### config.mk
export PLATFORM = sky130hd
export DESIGN_NAME = queue_uart_tx
export DESIGN_NICKNAME = d
export VERILOG_FILES = /design/src/rtl/queue_uart_tx.sv
export SDC_FILE = /design/constraint.sdc
export NUM_CORES = 1
export LEC_CHECK = 0
export ABC_CLOCK_PERIOD_IN_PS = 2210
export CAP_MARGIN = 10
export CELL_PAD_IN_SITES_DETAIL_PLACEMENT = 1
export CELL_PAD_IN_SITES_GLOBAL_PLACEMENT = 1
export CORE_ASPECT_RATIO = 0.7
export CORE_MARGIN = 5
export CORE_UTILIZATION = 35
export DETAILED_ROUTE_END_ITERATION = 10
export HOLD_SLACK_MARGIN = 0.1
export PLACE_DENSITY = 0.64
export SLEW_MARGIN = 10
export SYNTH_ARGS = -nofsm -noshare
export SYNTH_HDL_FRONTEND = slang
export SYNTH_SLANG_ARGS = --single-unit
### constraint.sdc
create_clock -name ck -period 2.21 [get_ports ck]
set_input_delay 0.442 -clock ck [delete_from_list [all_inputs] [get_ports ck]]
set_output_delay 0.442 -clock ck [all_outputs]
set_load 0.03 [all_outputs]
### src/rtl/queue_uart_tx.sv
// Queue-drain UART transmitter: pops one word per frame from the sample queue and
// sends it as start, NBITS data (LSB first), optional parity and STOP_BITS stop bits.
module queue_uart_tx #(
    parameter int NBITS        = 8,
    parameter int CLKS_PER_BIT = 868,
    parameter int PARITY       = 0,
    parameter int STOP_BITS    = 1
) (
    input  logic             ck,
    input  logic             rst,
    input  logic             en,
    input  logic             em,
    input  logic [NBITS-1:0] q_data,
    output logic             pp,
    output logic             tx,
    output logic             busy,
    output logic [2:0]       state_dbg
);

    localparam int BAUD_W = $clog2(CLKS_PER_BIT);
    localparam int BIT_W  = $clog2(NBITS + 1);

    localparam logic [BAUD_W-1:0] BAUD_LAST = BAUD_W'(CLKS_PER_BIT - 1);
    localparam logic [BIT_W-1:0]  DATA_LAST = BIT_W'(NBITS - 1);
    localparam logic [BIT_W-1:0]  STOP_LAST = BIT_W'(STOP_BITS - 1);

    localparam logic [2:0] IDLE  = 3'd0;
    localparam logic [2:0] POP   = 3'd1;
    localparam logic [2:0] LOAD  = 3'd2;
    localparam logic [2:0] START = 3'd3;
    localparam logic [2:0] DATA  = 3'd4;
    localparam logic [2:0] PAR   = 3'd5;
    localparam logic [2:0] STOP  = 3'd6;

    logic [2:0]        state_q, state_d;
    logic [BAUD_W-1:0] baud_q, baud_d;
    logic [BIT_W-1:0]  bit_q, bit_d;
    logic [NBITS-1:0]  shreg_q, shreg_d;
    logic              par_q, par_d;
    logic              tx_q, tx_d;
    logic              pp_q, pp_d;
    logic              busy_q, busy_d;
    logic              timed;
    logic              bit_end;

    // Pop handshake: pp is a one-cycle strobe and the queue pops on the edge that
    // ends it; q_data is then valid during LOAD and is captured on LOAD's exit edge.
    assign timed   = (state_q == START) || (state_q == DATA) ||
                     (state_q == PAR)   || (state_q == STOP);
    assign bit_end = (baud_q == BAUD_LAST);

    always_comb begin
        state_d = state_q;
        bit_d   = bit_q;
        shreg_d = shreg_q;
        par_d   = par_q;
        case (state_q)
            IDLE: begin
                if (en && !em) state_d = POP;
            end
            POP: begin
                state_d = LOAD;
            end
            LOAD: begin
                shreg_d = q_data;
                par_d   = (PARITY == 2) ? ~(^q_data) : ^q_data;
                state_d = START;
            end
            START: begin
                if (bit_end) begin
                    state_d = DATA;
                    bit_d   = '0;
                end
            end
            DATA: begin
                if (bit_end) begin
                    shreg_d = shreg_q >> 1;
                    if (bit_q == DATA_LAST) begin
                        state_d = (PARITY != 0) ? PAR : STOP;
                        bit_d   = '0;
                    end else begin
                        bit_d = bit_q + 1'b1;
                    end
                end
            end
            PAR: begin
                if (bit_end) begin
                    state_d = STOP;
                    bit_d   = '0;
                end
            end
            STOP: begin
                if (bit_end) begin
                    if (bit_q == STOP_LAST) state_d = IDLE;
                    else                    bit_d   = bit_q + 1'b1;
                end
            end
            default: begin
                state_d = IDLE;
            end
        endcase
    end

    // Baud counter restarts on every bit boundary, so a frame never drifts.
    assign baud_d = (timed && !bit_end) ? baud_q + 1'b1 : '0;

    always_comb begin
        pp_d   = (state_d == POP);
        busy_d = (state_d != IDLE);
        case (state_q)
            START:   tx_d = 1'b0;
            DATA:    tx_d = shreg_q[0];
            PAR:     tx_d = par_q;
            default: tx_d = 1'b1;
        endcase
    end

    always_ff @(posedge ck or posedge rst) begin
        if (rst) begin
            state_q <= IDLE;
            baud_q  <= '0;
            bit_q   <= '0;
            shreg_q <= '0;
            par_q   <= 1'b0;
            tx_q    <= 1'b1;
            pp_q    <= 1'b0;
            busy_q  <= 1'b0;
        end else begin
            state_q <= state_d;
            baud_q  <= baud_d;
            bit_q   <= bit_d;
            shreg_q <= shreg_d;
            par_q   <= par_d;
            tx_q    <= tx_d;
            pp_q    <= pp_d;
            busy_q  <= busy_d;
        end
    end

    assign pp        = pp_q;
    assign tx        = tx_q;
    assign busy      = busy_q;
    assign state_dbg = state_q;

endmodule

==> metrics.md <==
| Metric | Value |
|---|---|
| Run status | `finished, final reports clean` |
| Core area | `between 4000 and 5000 µm²` |
| Drt wl/cell | `about 15 µm` |
| Synth async-reset ratio | `100.0%` |
| Post-Synthesis Cells | `158` |
| PortBufs | `17` |
| Vias per std cell | `between 5 and 6` |
| Total number of vias | `~1200` |
| Die Span Y | `roughly 67 µm` |
| Commonest cells after routing, fill and taps aside | `dfrtp_1, clkdlybuf4s50_1, nand2_1` |
| Max-slew violations | `0` |
| Switching share of power | `just under 30%` |
| Largest family of logic cells by synthesized area | `simple AND/OR/NAND/NOR gates` |
| Clock transition at path regs | `60 ps` |
| Filler cells | `495` |
| Finish-stage setup viols | `0` |
| Crit path required time | `between 1500 and 2000 ps` |
| Sum Neg Setup Slack | `0 ps` |
| Pwr Density | `between 700 and 800 nW/µm²` |
| Max cap viols | `0` |
| Sw Pwr | `0.4249 mW` |
| Yosys warns | `0` |
| Post-synthesis mux area share | `4.992%` |
| Final nets | `between 150 and 200` |
| Family with the most delay on the worst path | `buffers and inverters` |
| RD Place Congestion | `around 0.74` |
| Crit-path max FO | `11` |
| Die area | `slightly above 6000 µm²` |
| Internal | `roughly 1.0 mW` |
| RSZ-0062 raised after global routing | `no` |
| Worst hold path type | `reg -> reg` |
| Critical Path AT | `around 1600 ps` |
| Synth Register Bits | `29` |
| Antenna cells | `0` |
| First-pass GRT wire length | `about 6.4 mm` |
| Crit path launch type | `register` |
| Insertion delay of the later-clocked pin in the worst-skew pair | `around 280 ps` |
| Worst Tran Pin Value | `~610 ps` |
| DPL Wire Length | `2.715 mm` |
| Fin crit period | `around 2000 ps` |
| Starting Density | `36.63%` |
| Clock skew | `~3.8 ps` |
| Vias in the first global route | `1330` |
| Flop pwr share | `51.0%` |
| Slew margin rel. | `about 60%` |
| Post-route DRC | `0` |
| Final worst-path cycle share | `89.95%` |
| Row Count | `20` |
| P_leak | `0.7846 nW` |
| CP max stage delay | `roughly 740 ps` |
| Share of layout cells above drive strength 1 | `approximately 9.9%` |
| Post-synth net total | `roughly 170` |
| Ys flop type | `dfrtp_1` |
| Congestion Overflow GR | `0` |
| CTS tree | `done` |
| CTS Root Cell | `clkbuf_8` |
| Commonest non-fill, non-tap cell in the layout | `dfrtp_1` |
| Pin count of the biggest net entering global routing | `30` |
| Final wirelength | `between 3 and 4 mm` |
| Logic pwr share | `between 10% and 20%` |
| Detailed router's first-iteration violation count | `53` |
| CP max stage cell | `clkdlybuf4s50_1` |
| Sequential-to-total area share from yosys stat | `45.32%` |
| Adder-cell share of the synthesized area | `about 2.3%` |
| Synthesis-to-layout area growth | `20.51%` |
| Max clock buf depth | `2` |
| Crit path buf inv count | `1` |
| Area of the multi-input gates | `about 830 µm²` |
| Pre-Repair DR Iteration Count | `4` |
| Post-route ant nets | `0` |
| FF+latch area | `728.2 µm²` |
| GRT Resource Usage Total | `between 10 and 15%` |
| Critical path type | `reg -> out` |
| Maximum clock frequency | `just over 500 MHz` |
| H-tree depth | `2` |
| Post-Syn Area | `1604 µm²` |
| Post-synth EDFFs | `0` |
| Hold Fails Final Rpt | `0` |
| Hold buffer count at cts | `0` |
| Initial antenna violation count | `0` |
| Max IR drop VDD | `~0.38 mV` |
| Mapped Avg Cell Area | `just over 10 µm²` |
| Post-Synth Simple-Gate Area | `between 10% and 20%` |
| Worst Setup End Kind | `output port` |
| TritonCTS Sinks | `29` |
| Die width | `roughly 90 µm` |
| Clock share of power | `a little under a third` |
| Top-level I/O count | `18` |
| Synth cell types | `43` |
| Post-synthesis xor/xnor area fraction | `approximately 9.3%` |
| CTS Buf Count | `5` |
| Overall power | `~1.5 mW` |
| Synth Area in Compound Gates | `roughly 15%` |
| Crit-path cells | `clkdlybuf4s50_1` |
==> synth_stat cells (2+ instances only) <==
library cell | instances | area, µm²
ha_1 | 3 | 37.54
nor2b_1 | 3 | 18.77
nand4bb_1 | 2 | 22.52
xnor2_1 | 10 | 87.58
nor3b_1 | 3 | 22.52
o211ai_1 | 3 | 22.52
a41oi_1 | 2 | 17.52
mux2i_1 | 8 | 80.08
nor2_1 | 12 | 45.04
and3b_1 | 2 | 17.52
buf_2 | 4 | 20.02
o21ai_0 | 13 | 65.06
dfrtp_1 | 28 | 700.7
and3_1 | 3 | 18.77
nand3_1 | 6 | 30.03
nand2_1 | 14 | 52.55
xor2_1 | 7 | 61.31
a21oi_1 | 6 | 30.03
inv_1 | 5 | 18.77
==> power by group through the flow <==
stage,registers (mW),logic [mW],clock network [mW]
after floorplan,0.710,0.243,0
after CTS,0.746,0.280,0.460
after detailed placement,0.754,0.273,0
after global routing,0.765,0.321,0.488
final,0.745,0.275,0.439
after global placement,0.746,0.264,0
==> metal layers <==
metal	share of wire, %	track usage (%)	wire length (µm)
met5	0	0	0
met4	1.4	6.044	51
met3	4.1	4.063	148
met2	45	20.74	1625
met1	49	17.95	1763
==> through the flow <==
| stage | util (%) | area [µm²] | hold slack, ps | setup slack (ps) | std cells |
|---|---|---|---|---|---|
| finish | 44.14 | 1933 | 491.7 | 222.1 | 236 |
| global route | 44.14 | 1933 | 511.1 | 49.57 | 236 |
| CTS | 43.94 | 1924 | 493.1 | 24.66 | 236 |
| detailed placement | 41.89 | 1834 | 479.8 | 45.57 | 228 |
| global placement | 41.89 | 1834 | 461.7 | 195.0 | 228 |
| floorplan | - | 1604 | 447.9 | 449.7 | 158 |
==> sequential cells by signal, indices dropped and copies added, names as in the netlist <==
signal     flops
shreg_q        8
state_dbg      3
busy           1
tx             1
par_q          1
bit_q          4
baud_q        10
pp             1
==> logic make-up after synthesis <==
group           after synthesis
mux                           8
compound gates               33
buf+inv                      11
simple gates                 57
fa+ha+maj                     3
flops                        29
xor+xnor                     17
==> worst register-to-register path: stages (launching register included) <==
cell	delay, ps
dfrtp_1	400
ha_1	240
or3b_4	430
nor3_1	310
a21oi_1	140
or3_1	350
==> layout make-up <==
| cell class | instances | area share, % |
|---|---|---|
| clock buffers | 8 | 4.660 |
| inverters | 5 | 0.9709 |
| multi-input cells | 118 | 42.78 |
| flip-flops and latches | 29 | 37.67 |
| well taps | 55 | 3.560 |
| repair buffers | 21 | 10.36 |
==> final timing paths <==
path                                         from                     end  slack [ps]  cells past startpoint
min in group asynchronous                     rst     baud_q[7]$_DFF_PP0_         530                      3
min                        shreg_q[5]$_DFFE_PP0P_  shreg_q[5]$_DFFE_PP0P_         490                      2
max in group asynchronous                     rst            tx$_DFF_PP1_        1360                      3
min reg2reg                shreg_q[5]$_DFFE_PP0P_  shreg_q[5]$_DFFE_PP0P_         490                      2
max                        state_dbg[1]$_DFF_PP0_            state_dbg[1]         220                      1
max reg2reg                   baud_q[0]$_DFF_PP0_          busy$_DFF_PP0_         220                      5
==> timing repair <==
action / in CTS / in global routing
endpoints found under the setup margin: 0 / 9
buffers inserted: 0 / 0
gates resized for setup: 0 / 2
Power figures use the tool's default switching activity.
==> RTL change 1: new RTL, same settings <==
The parameter `CLKS_PER_BIT` goes from 868 to 1736.
--- a/src/rtl/queue_uart_tx.sv
+++ b/src/rtl/queue_uart_tx.sv
@@ -4,3 +4,3 @@
     parameter int NBITS        = 8,
-    parameter int CLKS_PER_BIT = 868,
+    parameter int CLKS_PER_BIT = 1736,
     parameter int PARITY       = 0,
Behaviour: same outputs for any inputs over 10 cycles, from zero or initial values and one cycle with rst high; that may be too few to reach the edited logic, so the function may still have changed.
==> RTL change 1 against the original RTL <==
Final area is 7.3% higher; critical endpoint unchanged; area after synthesis is 7.0% higher; non-clock buffer count increased by 1; global-route usage increased by 0.55 points; worst setup slack worse by 0.024 ns; sequential cell count increased by 1; wire length up 10%; synthesized cell count increased by 1.9%.
Power is not compared: it rests on default switching activity, and its combinational part moved more than twofold at a synthesized area within 25%.
==> RTL change 1: results (changes against the original RTL) <==
| Item | Value | Unit | vs unedited |
| --- | --- | --- | --- |
| Top cells by count, synth | sky130_fd_sc_hd__dfrtp_1, sky130_fd_sc_hd__nor2_1, sky130_fd_sc_hd__xnor2_1 | - | was sky130_fd_sc_hd__dfrtp_1, sky130_fd_sc_hd__nand2_1, sky130_fd_sc_hd__o21ai_0 |
| GRT Overall Usage | 14.2 | % | was 13.6% |
| FF-to-FF setup slack | 0.26 | ns | was 0.22 ns |
| Least-Margin Pin Slew | 0.405 | ns | was 0.607 ns |
| Largest registers | baud_q: 11 flops, shreg_q: 8 flops, bit_q: 4 flops | - | was baud_q: 10 flops, shreg_q: 8 flops, bit_q: 4 flops |
| Via count | 1237 | - | was 1247 |
| Outcome | finished, final reports clean | - | unchanged |
| Vias in the first global route | 1351 | - | was 1330 |
| Routed WL per cell | 15.7 | um | was 15.2 um |
| Final hold slack | 0.479 | ns | was 0.492 ns |
| Weighted congestion at the end of routability-driven global placement | 0.730 | - | was 0.743 |
| Worst hold path stage count | 1 | - | was 2 |
| Post-detail-place hpwl | 2970 | um | was 2710 um |
| Pin count of the biggest net entering global routing | 31 | - | was 30 |
| Worst reg2reg path startpoint | state_dbg[1]$_DFF_PP0_ | - | was baud_q[0]$_DFF_PP0_ |
| Post-synthesis cell count | 161 | - | was 158 |
| Largest fanout on the critical path | 8 | - | was 11 |
| Number of nets in the synthesized netlist | 176 | - | was 173 |
| CP arrival | 1.57 | ns | was 1.55 ns |
| Count of different cell masters after synthesis | 45 | - | was 43 |
| Final Net Count | 198 | - | was 195 |
| Initial DRC Count | 29 | - | was 53 |
| Proportion of synthesized chip area in sequential cells | 43.8 | % | was 45.3% |
| Final setup skew | 0.00507 | ns | was 0.00383 ns |
| Top area cells in the synthesized netlist | sky130_fd_sc_hd__dfrtp_1, sky130_fd_sc_hd__mux2_4, sky130_fd_sc_hd__xnor2_1 | - | was sky130_fd_sc_hd__dfrtp_1, sky130_fd_sc_hd__xnor2_1, sky130_fd_sc_hd__mux2i_1 |
| Worst hold endpoint | baud_q[0]$_DFF_PP0_ | - | was shreg_q[5]$_DFFE_PP0P_ |
| Root Buffer | sky130_fd_sc_hd__clkbuf_8 | - | unchanged |
| Proportion of layout cells with a drive suffix above 1 | 17.9 | % | was 9.94% |
| First-pass GRT wire length | 6730 | um | was 6440 um |
| Placed insts | 245 | - | was 228 |
| Peak supply drop | 0.274 | mV |  |
| Post-CTS sizing | 0 | - | unchanged |
## RTL change 1: cell types whose count changed in the layout (fill, tap and decap cells not counted), sizes merged, moves of 3 or more
cell	change
mux2i	-5
nand2	-8
o211ai	-3
o21ai	-9
mux2	+14
nor3	+6
nand4	+3
nor2	+6
## RTL change 1: cell type report
| type | instances | area, sq um |
|---|---|---|
| fill | 533 | 2680 |
| sequential | 30 | 752 |
| multi-input combinational | 118 | 896 |
| timing repair buffer | 22 | 208 |
| inverter | 6 | 22.5 |
| clock buffer | 8 | 110 |
| tap | 69 | 86.3 |
## RTL change 1: per-layer routing
metal / global-route usage [%] / vias to the layer above / wire length [um]
met5: 0 / - / 0
met4: 4.32 / 0 / 48
met3: 5.64 / 7 / 158
met2: 21.6 / 12 / 1710
met1: 18.6 / 606 / 2040
li1: - / 612 / -
## RTL change 1: metrics by stage
| stage | cell area [sq um] | utilization (%) | setup slack [ns] |
|---|---|---|---|
| floorplan | 1720 | - | 0.455 |
| global placement | 1960 | 41.3 | 0.366 |
| detailed placement | 1960 | 41.3 | 0.289 |
| CTS | 2070 | 43.6 | 0.164 |
| global route | 2070 | 43.6 | 0.116 |
| finish | 2070 | 43.6 | 0.199 |
## RTL change 1: where the power goes
| part | internal [W] | switching (W) | total, W | leakage [nW] |
|---|---|---|---|---|
| registers | 0.000564 | 0.0000106 | 0.000575 | 0.356 |
| logic | 0.0000522 | 0.0000406 | 0.0000929 | 0.479 |
| clock network | 0.000314 | 0.000211 | 0.000525 | 0.0575 |
## RTL change 1: cells by family (layout without fill, tap and decap cells)
group           Yosys count  in the layout  synth area share [%]
compound gates           24             24                  9.33
xor+xnor                 17             17                  8.67
flops                    30             30                  43.8
fa+ha+maj                 3              3                  2.19
buf+inv                  13             36                  4.01
simple gates             57             57                  19.5
mux                      17             17                  12.5
## RTL change 1: how the worst max path moves through the flow
stage / endpoint / cells past startpoint / from
floorplan: shreg_q[0]$_DFFE_PP0P_ / 5 / state_dbg[2]$_DFF_PP0_
global placement: shreg_q[2]$_DFFE_PP0P_ / 5 / baud_q[0]$_DFF_PP0_
detailed placement: shreg_q[6]$_DFFE_PP0P_ / 4 / state_dbg[1]$_DFF_PP0_
CTS: state_dbg[1] / 1 / state_dbg[1]$_DFF_PP0_
global route: state_dbg[1] / 1 / state_dbg[1]$_DFF_PP0_
finish: state_dbg[1] / 1 / state_dbg[1]$_DFF_PP0_
==> RTL change 2: new RTL, config.mk and constraints unchanged <==
Without the edit above. Remove the register `tx_q`: a continuous assignment takes its place, so the output `tx` follows one clock earlier.
--- a/src/rtl/queue_uart_tx.sv
+++ b/src/rtl/queue_uart_tx.sv
@@ -124,3 +124,2 @@
             par_q   <= 1'b0;
-            tx_q    <= 1'b1;
             pp_q    <= 1'b0;
@@ -133,3 +132,2 @@
             par_q   <= par_d;
-            tx_q    <= tx_d;
             pp_q    <= pp_d;
@@ -138,2 +136,4 @@
     end
+
+    assign tx_q = tx_d;
 
Formal check against the unedited RTL: not equivalent (a bounded check fails within 4 cycles, from zero or initial values and one cycle with rst high).
==> RTL change 2 against the original RTL <==
Area after synthesis fell by 1.1%; worst setup slack worse by 0.11 ns; cell count grew 0.85%; synthesized cell count up 1.3%; sequential share of layout area shrank 1.0 points; first-iteration DRC count shrank 66%; final area fell by 1.2%; critical path depth is 4 higher; total power decreased by 8.7%; wire length rose by 5.0%; clock skew grew 0.0037 ns; sequential cell count fell by 1; global-route usage is 0.44 points lower; largest power group unchanged.
==> RTL change 2: results (changes against the original RTL) <==
| Item | Value | Unit | vs unedited |
| --- | --- | --- | --- |
| Outcome | finished, final reports clean | - | unchanged |
| Number of nets in the synthesized netlist | 175 | - | was 173 |
| CP arrival | 2.26 | ns | was 1.55 ns |
| Weighted congestion at the end of routability-driven global placement | 0.775 | - | was 0.743 |
| Post-Synth XOR/XNOR Area | 9.38 | % | was 9.28% |
| Ratio of routed vias to standard cells | 5.24 | - | was 5.28 |
| Total wire length after detailed routing | 3770 | um | was 3590 um |
| Slowest Stage Delay on Critical Path | 0.44 | ns | was 0.74 ns |
| Clock buffers and inverters, area share | 2.88 | % | was 4.66% |
| Initial DRC Count | 18 | - | was 53 |
| Largest fanout on the critical path | 6 | - | was 11 |
| Routed wire length on met2 | 1680 | um | was 1630 um |
| Vias in the first global route | 1277 | - | was 1330 |
| Top cells by count, synth | sky130_fd_sc_hd__dfrtp_1, sky130_fd_sc_hd__nand2_1, sky130_fd_sc_hd__nor2_1 | - | was sky130_fd_sc_hd__dfrtp_1, sky130_fd_sc_hd__nand2_1, sky130_fd_sc_hd__o21ai_0 |
| Proportion of synthesized chip area in sequential cells | 44.2 | % | was 45.3% |
| GR met3 Demand/Resource | 3.19 | % | was 4.06% |
| Switching component of the power | 0.000408 | W | was 0.000425 W |
| Fillers | 506 | - | was 495 |
| Leakage power total | 0.771 | nW | was 0.785 nW |
| GRT Overall Usage | 13.2 | % | was 13.6% |
| Post-synthesis compound-gate area fraction | 14.7 | % | was 14.5% |
| Final setup skew | 0.00751 | ns | was 0.00383 ns |
| Post-detail-place hpwl | 2910 | um | was 2710 um |
| Multiplexer share of the synthesized area | 5.05 | % | was 4.99% |
| Combinational cell fraction of total power | 20.9 | % | was 18.8% |
| Proportion of layout cells with a drive suffix above 1 | 9.84 | % | was 9.94% |
| Adder and majority cell fraction of the synthesized area | 2.37 | % | was 2.34% |
| Top area cells in the synthesized netlist | sky130_fd_sc_hd__dfrtp_1, sky130_fd_sc_hd__xnor2_1, sky130_fd_sc_hd__mux2i_1 | - | unchanged |
| Least-Margin Pin Slew | 0.538 | ns | was 0.607 ns |
| CP top delay family | simple AND/OR/NAND/NOR gates | - | was buffers and inverters |
| Clock transition at path regs | 0.09 | ns | was 0.06 ns |
| CP Launch Point | baud_q[0]$_DFF_PP0_ | - | was state_dbg[1]$_DFF_PP0_ |
| Depth of the CTS H-tree | 1 | - | was 2 |
| Pin count of the biggest net entering global routing | 29 | - | was 30 |
| Wire length on met3 | 97 | um | was 148 um |
| FF-to-FF setup slack | 0.11 | ns | was 0.22 ns |
| Clock buffer cells | 4 | - | was 8 |
| Synthesis-stage register bit count | 28 | - | was 29 |
| Area taken by flip-flops and latches | 701 | sq um | was 728 sq um |
| Non-CTS buffers | 25 | - | was 21 |
| GR met1 Demand/Resource | 18.7 | % | was 18.0% |
| Sequential group share of total power | 55.7 | % | was 51.0% |
RTL change 2: metrics by stage:
step | hold slack, ns | setup slack [ns]
after detailed placement | 0.475 | 0.118
after CTS | 0.498 | 0.0984
final | 0.499 | 0.113
after floorplan | 0.449 | 0.265
after global placement | 0.466 | 0.154
after global routing | 0.529 | 0.0125
RTL change 2: what timing repair did:
action	in CTS	in global routing
buffers inserted	0	0
gates resized for setup	1	2
hold buffers	0	0
setup endpoints to repair	1	11
hold endpoints to repair	0	0
RTL change 2: worst reg2reg max path, delay by kind of cell (launching register included):
family,cells,cell delay (ns)
flops,1,0.43
fa+ha+maj,1,0.29
simple gates,3,1.12
compound gates,1,0.15
RTL change 2: kinds of logic after synthesis:
family	Yosys count
AOI/OAI and AO/OA	33
adders and majority gates	3
buffers and inverters	11
DFF	28
muxes	8
and+or+nand+nor	60
xor gates and xnor gates	17
